--- src/rtl/pipeline_ctrl.sv ---
// Pipeline sequencing controller: per-stage load enables and bubble inserts from
// stall/flush requests, debug halt/step, stall watchdog; optional perf counters (PIPE_PERF_CNT_EN).
//
// state  | meaning
// -------+--------------------------------------------------------------
// RUN    | normal operation, stall/flush arbitration drives the stages
// HALTED | debug halt, every pipeline register holds, counters frozen
// STEP   | single advance cycle taken from HALTED, then back to HALTED
module pipeline_ctrl #(
    parameter int NUM_STAGES = 5,
    parameter int TO_W       = 16,
    parameter int CNT_W      = 32
) (
    input  logic                  clk,
    input  logic                  rst,
    input  logic [NUM_STAGES-1:0] stall_req,
    input  logic [NUM_STAGES-1:0] flush_req,
    input  logic                  halt_req,
    input  logic                  step,
    input  logic                  resume,
    input  logic [TO_W-1:0]       timeout_limit,
    output logic [NUM_STAGES-1:0] stage_en,
    output logic [NUM_STAGES-1:0] stage_bubble,
    output logic                  halted,
    output logic                  timeout,
    output logic [CNT_W-1:0]      cycle_cnt,
    output logic [CNT_W-1:0]      stall_cnt,
    output logic [CNT_W-1:0]      flush_cnt
);

    typedef enum logic [1:0] {
        RUN    = 2'd0,
        HALTED = 2'd1,
        STEP   = 2'd2
    } state_t;

    state_t state, state_nxt;

    logic [NUM_STAGES-1:0] stall_ge;
    logic [NUM_STAGES-1:0] flush_ge;
    logic                  flush_hit;
    logic                  stall_hit;
    logic                  active;
    logic                  stall_eff;
    logic                  flush_eff;
    logic [TO_W-1:0]       to_cnt;

    always_ff @(posedge clk) begin
        if (rst) begin
            state <= RUN;
        end else begin
            state <= state_nxt;
        end
    end

    always_comb begin
        state_nxt = state;
        case (state)
            RUN: begin
                if (halt_req) begin
                    state_nxt = HALTED;
                end
            end
            HALTED: begin
                if (resume) begin
                    state_nxt = RUN;
                end else if (step) begin
                    state_nxt = STEP;
                end
            end
            STEP: begin
                state_nxt = resume ? RUN : HALTED;
            end
            default: state_nxt = RUN;
        endcase
    end

    assign halted = (state == HALTED);

    // stall_ge[i]: some stage at index >= i is stalled (same idea for flush_ge)
    always_comb begin
        stall_ge = '0;
        flush_ge = '0;
        stall_ge[NUM_STAGES-1] = stall_req[NUM_STAGES-1];
        flush_ge[NUM_STAGES-1] = flush_req[NUM_STAGES-1];
        for (int i = NUM_STAGES - 2; i >= 0; i--) begin
            stall_ge[i] = stall_req[i] | stall_ge[i+1];
            flush_ge[i] = flush_req[i] | flush_ge[i+1];
        end
    end

    // A flush wins only if it sits above every stalled stage.
    assign flush_hit = |(flush_req & ~stall_ge);
    assign stall_hit = stall_ge[0] & ~flush_hit;
    assign active    = !rst && (state != HALTED);
    assign stall_eff = active && stall_hit;
    assign flush_eff = active && flush_hit;

    always_comb begin
        stage_en     = '1;
        stage_bubble = '0;
        if (rst) begin
            stage_en     = '1;
            stage_bubble = '1;
        end else if (state == HALTED) begin
            stage_en     = '0;
            stage_bubble = '0;
        end else if (flush_hit) begin
            stage_en        = '1;
            stage_bubble    = flush_ge;
            stage_bubble[0] = 1'b0;
        end else if (stall_hit) begin
            stage_en = ~stall_ge;
            for (int i = 1; i < NUM_STAGES; i++) begin
                stage_bubble[i] = ~stall_ge[i] & stall_ge[i-1];
            end
        end
    end

    always_ff @(posedge clk) begin
        if (rst) begin
            to_cnt  <= '0;
            timeout <= 1'b0;
        end else if (active) begin
            if ((timeout_limit != '0) && (to_cnt == timeout_limit)) begin
                timeout <= 1'b1;
            end
            if (stall_eff) begin
                if (to_cnt != '1) begin
                    to_cnt <= to_cnt + TO_W'(1);
                end
            end else begin
                to_cnt <= '0;
            end
        end
    end

`ifdef PIPE_PERF_CNT_EN
    always_ff @(posedge clk) begin
        if (rst) begin
            cycle_cnt <= '0;
            stall_cnt <= '0;
            flush_cnt <= '0;
        end else if (active) begin
            if (cycle_cnt != '1) begin
                cycle_cnt <= cycle_cnt + CNT_W'(1);
            end
            if (stall_eff && (stall_cnt != '1)) begin
                stall_cnt <= stall_cnt + CNT_W'(1);
            end
            if (flush_eff && (flush_cnt != '1)) begin
                flush_cnt <= flush_cnt + CNT_W'(1);
            end
        end
    end
`else
    assign cycle_cnt = '0;
    assign stall_cnt = '0;
    assign flush_cnt = '0;
`endif

endmodule

--- config.mk ---
export PLATFORM = sky130hd
export DESIGN_NAME = pipeline_ctrl
export DESIGN_NICKNAME = d
export VERILOG_FILES = /design/src/rtl/pipeline_ctrl.sv
export SDC_FILE = /design/constraint.sdc
export NUM_CORES = 1
export LEC_CHECK = 0
export ABC_AREA = 0
export BUFFER_PORTS_ARGS = -buffer_cell sky130_fd_sc_hd__buf_2
export CORE_MARGIN = 3
export CORE_UTILIZATION = 30
export CTS_CLUSTER_SIZE = 24
export DETAILED_ROUTE_END_ITERATION = 10
export PLACE_DENSITY = 0.59
export RECOVER_POWER = 25
export SETUP_SLACK_MARGIN = 0.15
export SYNTH_ARGS = -nofsm -noshare
export SYNTH_HDL_FRONTEND = slang
export SYNTH_SLANG_ARGS = --single-unit
--- constraint.sdc ---
create_clock -name clk -period 2.2 [get_ports clk]
set_clock_uncertainty 0.05 [all_clocks]
set_input_delay 0.33 -clock clk [delete_from_list [all_inputs] [get_ports clk]]
set_output_delay 0.33 -clock clk [all_outputs]
set_load 0.02 [all_outputs]
==> After elaboration in Yosys (flattened, before gate mapping) <==
Cells that the tools add are included.
{ "word_totals": {"regBits": 19, "word_cells": 56} }
{ "classes": {"reduce_logical": 10, "add_sub_neg": 1, "eq_ne": 8, "n_bitwise": 19, "mux": 15} }
{ "op_table": {"columns": ["op", "n"], "rows": [
  ["$mux W16", 2],
  ["$mux W5", 6],
  ["$add A16 B1 Y16 const B", 1],
  ["$eq A16 B16 Y1", 1],
  ["$ne A16 B16 Y1 const B", 1],
  ["$reduce_bool A16 Y1", 1],
  ["$mux W4", 2],
  ["$or A1 B1 Y1", 7],
  ["$mux W2", 3],
  ["$pmux W2 S3", 1],
  ["$reduce_and A2 Y1", 3],
  ["$and A1 B1 Y1", 5],
  ["$and A5 B5 Y5", 1],
  ["$not A1 Y1", 5],
  ["$not A5 Y5", 1],
  ["$reduce_or A5 Y1", 1],
  ["$ne A2 B1 Y1 const B", 2],
  ["$logic_and A1 B1 Y1", 3],
  ["$ne A3 B3 Y1 const B", 1],
  ["$eq A2 B1 Y1 const B", 1],
  ["$eq A2 B2 Y1 const B", 1],
  ["$logic_not A2 Y1", 1],
  ["$ne A2 B2 Y1 const B", 1],
  ["$logic_not A1 Y1", 1],
  ["$mux W1", 1]
]} }

==> Longest topological paths before layout <==
Gate-level depths: netlist of the first run.
{ "depth": {"word_depth": 13, "mapped_depth": 8, "depth_no_buf": 6} }

==> Worst setup path before layout of the first run <==
No wires, ideal clock.
{ "synth_path": {"kind": "in2out", "start": "in stall_req[2]", "end": "out stage_en[4]", "n_path_buf": 0, "setup_slack_ps": -82, "arrival_ps": 1902, "cell_stages": 5, "t_required_ps": 1820, "path_cell_list": "nand2b_1 > a211oi_1 > nor2_2 > o21ai_1 > nand2b_1"} }
{ "synth_via": {"elab_chain_cells": 12} }
{ "synth_lines": {"columns": ["element", "line", "source"], "rows": [
  ["start, declared", "16", "input logic [NUM_STAGES-1:0] stall_req,"],
  ["$or A1 B1 Y1 (*)", "87", "stall_ge[i] = stall_req[i] | stall_ge[i+1];"],
  ["$or A1 B1 Y1 (2 in a row)", "87", null],
  ["$not A5 Y5", "93", "assign flush_hit = |(flush_req & ~stall_ge);"],
  ["$and A5 B5 Y5", "93", null],
  ["$reduce_or A5 Y1", "93", null],
  ["$not A1 Y1", "94", "assign stall_hit = stall_ge[0] & ~flush_hit;"],
  ["$and A1 B1 Y1", "94", null],
  ["$mux W5", "112", "end else if (stall_hit) begin"],
  ["$mux W5 (*)", "108", "end else if (flush_hit) begin"],
  ["$mux W5 (*)", "105", "end else if (state == HALTED) begin"],
  ["$mux W5 (*)", "102", "if (rst) begin"],
  ["end, declared", "22", "output logic [NUM_STAGES-1:0] stage_en,"]
]} }
Every way passes the cells marked *; elsewhere a longest branch is shown, timed or not.

==> Worst setup path in the final report of the first run <==
{ "layout_path": {"start": "reg state[1]", "end": "out stage_en[4]"} }
{ "layout_via": {"elab_chain_cells": 3} }
{ "layout_lines": {"columns": ["element", "line", "source"], "rows": [
  ["start, declared", "37", "state_t state, state_nxt;"],
  ["start signal, assigned", "52", "state <= state_nxt;"],
  ["$eq A2 B1 Y1", "105", null],
  ["$mux W5", "105", null],
  ["$mux W5", "102", null]
]} }
Every way passes these cells.

==> results of run 1 <==
[cells by family (layout without fill, tap and decap cells)]
group | Yosys count | in the layout | share of synthesized area
compound gates | 44 | 44 | 0.131
xor+xnor | 16 | 16 | 0.0650
fa+ha+maj | 1 | 1 | 0.00580
buf+inv | 115 | 75 | 0.372
flops | 19 | 19 | 0.176
mux | 1 | 1 | 0.00464
other cells | 1 | 96 | 0.00174
simple gates | 96 | 96 | 0.243
[critical path: stages, from the launching register on]
cell	delay, ns
dfxtp_1	0.32
nand2b_1	0.16
inv_1	0.23
buf_4	0.21
o21ai_2	0.08
nand2b_1	0.16
buf_2	0.16
[per-layer routing]
metal,vias to the layer above,global-route usage,share of wire
met5,-,0,0
met4,0,0.0226,0.0041
met3,2,0.0292,0.11
met2,102,0.178,0.47
met1,882,0.146,0.42
li1,947,-,-
[where the power goes]
group,total [mW],switching (mW),leakage (nW),internal (mW)
clock network,0.252,0.126,0.0255,0.126
registers,0.358,0.00605,0.154,0.352
logic,0.368,0.278,0.856,0.0897
total,0.978,0.410,1.04,0.568
[cell type report]
type	count	area, sq um	share of cell area
Clock inverter	1	5.00	0.00216
Sequential cell	19	382	0.165
Inverter	7	26.3	0.0114
Tap cell	96	120	0.0519
Timing Repair Buffer	64	369	0.159
Multi-Input combinational cell	254	1370	0.592
Clock buffer	3	41.3	0.0178
[flip-flops by register name, summed over array words and instances (netlist names)]
signal,cells
state,2
timeout,1
to_cnt,16
[cell usage after synthesis, types with 7 or more instances]
master	n	share of area
a21oi_1	11	0.026
buf_4	98	0.34
clkbuf_1	7	0.012
dfxtp_1	19	0.18
nand2_1	16	0.028
nand3_1	10	0.023
nand4_1	14	0.041
nor2_1	15	0.026
nor4_1	12	0.035
o21ai_0	7	0.016
xnor2_1	8	0.033
xor2_1	8	0.033
[metrics by stage]
step / cell area (sq um) / util / power [mW]
2_1_floorplan: 2520 / - / 0.758
3_3_place_gp: 2240 / 0.326 / 0.724
3_5_place_dp: 2240 / 0.326 / 0.725
4_1_cts: 2290 / 0.333 / 0.977
5_1_grt: 2310 / 0.337 / 1.03
6_report: 2310 / 0.337 / 0.978
[worst paths after layout]
| check | cells after the start | slack, ns | endpoint |
|---|---|---|---|
| setup / recovery | 6 | 0.24 | stage_en[4] |
| hold / removal | 2 | 0.21 | state[1] |
| setup reg to reg | 6 | 0.25 | to_cnt[10] |
| hold reg to reg | 1 | 0.43 | timeout |
[cell usage in the layout (no fill, tap or decap), drive strengths merged]
cell type | Yosys | routed
a21boi | 1 | 1
inv | 6 | 6
a21oi | 11 | 11
o2111ai | 2 | 2
clkbuf | 8 | 6
o31a | 1 | 1
clkinv | 1 | 2
o31ai | 2 | 2
or4 | 6 | 6
a22o | 1 | 1
nand4 | 14 | 14
nor4 | 12 | 12
or3 | 3 | 3
nor3b | 1 | 1
o21ai | 14 | 14
a211oi | 6 | 6
nor3 | 5 | 5
buf | 100 | 61
nor2b | 2 | 2
a22oi | 1 | 1
nor2 | 17 | 17
nand2b | 4 | 4
ha | 1 | 1
o221ai | 1 | 1
or2 | 2 | 2
conb | 1 | 96
nand2 | 16 | 16
and3 | 2 | 2
xor2 | 8 | 8
xnor2 | 8 | 8
nor4b | 1 | 1
mux2i | 1 | 1
o41ai | 1 | 1
a31oi | 3 | 3
nand3 | 11 | 11
dfxtp | 19 | 19
==> impl_metrics.env, run 1 <==
export IMPL_status="finished clean"
export IMPL_cts_made_buffers=3
export IMPL_vias_per_cell=4.35
export IMPL_drt_iter0_markers=105
export IMPL_cts_buffer_depth=2
export IMPL_postCtsResizedCells=0
export IMPL_vias=1933
export IMPL_grt_usage=0.110
export IMPL_finalNetCount=381
export IMPL_post_route_period_util=0.892
export IMPL_seq_area_frac_synth=0.176
export IMPL_cts_sinks=19
export IMPL_holdWs_ns=0.208
export IMPL_die_h_um=90.8
export IMPL_timing_fmax_mhz=509
export IMPL_cts_tree="built"
export IMPL_timing_rr_start="to_cnt[1]"
export IMPL_ios=139
export IMPL_totalWireLength_um=5090
export IMPL_cts_root_buf="clkbuf_8"
export IMPL_finalMaxSlewViolations=0
export IMPL_grt_antenna_before_repair=0
export IMPL_clk_pin_slew_ns=0.07
export IMPL_fin_setup_tns_ns=0
export IMPL_grt_pass1_vias=1539
export IMPL_hold_violations=0
export IMPL_clk_insertion_delay_late_ns=0.26
export IMPL_period_needed_ns=1.96
export IMPL_setup_worst_path_start_class="flop"
export IMPL_cp_max_fo=9
export IMPL_port_buffers=42
export IMPL_fillCellCount=757
export IMPL_post_cts_buffers=0
export IMPL_ys_ff_latch=19
export IMPL_start_util=0.314
export IMPL_grt_ovfl_total=0
export IMPL_grt_max_degree=18
export IMPL_core_region_area_sq_mm=0.00687
export IMPL_startpoint="state[1]"
export IMPL_preCtsSetupSlack_ns=0.161
export IMPL_grt_pass1_wl_um=7530
export IMPL_hold_path_startpoint="resume"
export IMPL_drive_gt1_frac=0.230
export IMPL_synth_area_sq_mm=0.00216
export IMPL_die_w_um=90.8
export IMPL_syn_instance_count=293
export IMPL_antennaDiodeCount=0
export IMPL_netlist_cell_type_count=44
export IMPL_end_kind="primary output"
export IMPL_hold_buffers=0
export IMPL_synth_area_per_cell_sq_um=7.36
export IMPL_power_density_mw_per_mm2=423
export IMPL_critPathRequiredTime_ns=1.82
export IMPL_ant_nets=0
export IMPL_place_gp_congestion=0.903
export IMPL_critPathKind="reg -> out"
export IMPL_area_delta_synth_final_pct=7.37
export IMPL_cts_htree_levels=1
export IMPL_rsz0062_at_grt="no"
export IMPL_row_count=30
export IMPL_yosysWarnings=0
export IMPL_ys_async_sr_fraction=0
export IMPL_synth_edff_count=0
export IMPL_final_cells=444
export IMPL_synthFlopType="dfxtp_1"
export IMPL_dieArea_sq_mm=0.00824
export IMPL_drv_cap=0
export IMPL_hpwl_um=4140
export IMPL_wire_per_inst_um=11.5
export IMPL_hp_class="in -> reg"
export IMPL_leakagePower_nw=1.04
export IMPL_peakVddDrop_mv=0.134
export IMPL_fin_ws_ns=0.237
export IMPL_drc=0
export IMPL_first_pass_iters=4
export IMPL_setup_viol=0
export IMPL_numPlacedInstances=440
export IMPL_crit_arrival_ns=1.58
(Power assumes the default switching activity.)
==> run 2: changes to the inputs <==
- MAX_ROUTING_LAYER: default -> met4
- SLEW_MARGIN: default -> 20
==> impl_metrics.env, run 2 (synthesis gave the netlist of run 1 again) <==
export IMPL_grt_pass1_vias=1537
export IMPL_largest_reg_flops=16
export IMPL_post_route_period_util=0.894
export IMPL_peakVddDrop_mv=0.134
export IMPL_critPathKind="reg -> out"
export IMPL_place_gp_congestion=0.918
export IMPL_post_cts_buffers=0
export IMPL_cts_htree_levels=1
export IMPL_cts_root_buf="clkbuf_8"
export IMPL_power_density_mw_per_mm2=423
export IMPL_leakagePower_nw=1.04
export IMPL_grt_ovfl_total=0
export IMPL_die_h_um=90.8
export IMPL_finalMaxSlewViolations=0
export IMPL_die_w_um=90.8
export IMPL_cts_sinks=19
export IMPL_totalWireLength_um=5070
export IMPL_drv_cap=0
export IMPL_cts_tree="built"
export IMPL_port_buffers=42
export IMPL_layout_cells_most_common="conb_1"
export IMPL_critical_path_buf_inv_count=3
export IMPL_switching_share=0.420
export IMPL_setup_viol=0
export IMPL_p_int_mw=0.568
export IMPL_p_seq_frac=0.365
export IMPL_pwr_share_clk=0.259
export IMPL_hold_violations=0
export IMPL_hpwl_um=4140
export IMPL_cts_made_buffers=3
export IMPL_slowest_stage="dfxtp_1"
export IMPL_critPathRequiredTime_ns=1.82
export IMPL_rsz0062_at_grt="no"
export IMPL_start_util=0.314
export IMPL_vias_per_cell=4.35
export IMPL_ant_nets=0
export IMPL_clk_pin_slew_ns=0.07
export IMPL_grt_antenna_before_repair=0
export IMPL_pwr_share_comb=0.376
export IMPL_clk_insertion_delay_late_ns=0.27
export IMPL_finalNetCount=381
export IMPL_cp_max_fo=9
export IMPL_first_pass_iters=4
export IMPL_cpPeakStageDelay_ns=0.33
export IMPL_grt_usage=0.113
export IMPL_wire_per_inst_um=11.4
export IMPL_grt_pass1_wl_um=7550
export IMPL_vias=1930
export IMPL_cp_common_cell="nand2b_1"
export IMPL_hold_buffers=0
export IMPL_drive_gt1_frac=0.230
export IMPL_antennaDiodeCount=0
export IMPL_cp_top_family="buffers and inverters"
export IMPL_ios=139
export IMPL_status="finished clean"
export IMPL_dieArea_sq_mm=0.00824
export IMPL_drt_iter0_markers=110
export IMPL_holdWs_ns=0.207
export IMPL_reg_largest_list="to_cnt (16), state (2), timeout (1)"
export IMPL_regMostFlops="to_cnt"
export IMPL_timing_fmax_mhz=508
export IMPL_cts_buffer_depth=2
export IMPL_core_region_area_sq_mm=0.00687
export IMPL_hp_class="in -> reg"
export IMPL_row_count=30
export IMPL_period_needed_ns=1.97
export IMPL_crit_arrival_ns=1.59
export IMPL_end_kind="primary output"
export IMPL_setup_worst_path_start_class="flop"
export IMPL_area_delta_synth_final_pct=7.37
export IMPL_worstPathCellList="nand2b_1, inv_1, buf_4, o21ai_2, nand2b_1, buf_2"
export IMPL_drc=0
export IMPL_grt_max_degree=18
export IMPL_fin_setup_tns_ns=0
export IMPL_layout_common_cells="96 x conb_1, 40 x buf_2, 21 x buf_4, 18 x dfxtp_1, 16 x nand2_1"
export IMPL_switchingPower_mw=0.412
[run 2: cell counts in the layout (fill, tap and decap cells not counted)]
No cell type changed its count.
[run 2: final cells by class]
type | count | area, sq um
Inverter | 7 | 26.3
Sequential cell | 19 | 382
Fill cell | 757 | 4550
Tap cell | 96 | 120
Clock buffer | 3 | 41.3
Timing Repair Buffer | 64 | 369
Clock inverter | 1 | 5.00
Multi-Input combinational cell | 254 | 1370
[run 2: per-stage QoR]
step                power, mW  cells  cell area [sq um]  setup WS [ns]   util
global route             1.03    444               2310          0.111  0.337
floorplan               0.758    388               2520         0.0894      -
global placement        0.724    440               2240          0.179  0.326
detailed placement      0.725    440               2240          0.161  0.326
CTS                     0.977    444               2290          0.155  0.333
finish                  0.979    444               2310          0.233  0.337
[run 2: timing repair]
action	4_1_cts	5_1_grt
endpoints found under the setup margin	0	16
gates resized for setup	0	8
hold endpoints to repair	0	0
[run 2: worst paths after layout]
kind              from     endpoint  slack, ns  depth (start not counted)
max           state[1]  stage_en[4]       0.23                          6
min             resume     state[1]       0.21                          2
max reg2reg  to_cnt[1]   to_cnt[10]       0.25                          6
min reg2reg    timeout      timeout       0.43                          1
[run 2: power by group through the flow]
stage	sequential [mW]	clock, mW	combinational, mW
finish	0.357	0.254	0.368
global route	0.359	0.273	0.396
CTS	0.357	0.260	0.360
detailed placement	0.365	0	0.360
global placement	0.365	0	0.359
floorplan	0.367	0	0.391
[run 2: worst reg2reg max path: cells and delay by family, from the launching register on]
kind,cells,cell delay [ns]
and+or+nand+nor,4,1.21
DFF,1,0.33
buffers and inverters,1,0.14
adders and majority gates,1,0.16
[run 2: metal layers]
metal,vias up,GRT usage,share of wire
met1,873,0.148,0.42
met2,110,0.177,0.47
li1,945,-,-
met4,0,0.0226,0.0036
met3,2,0.0275,0.10
met5,-,-,0
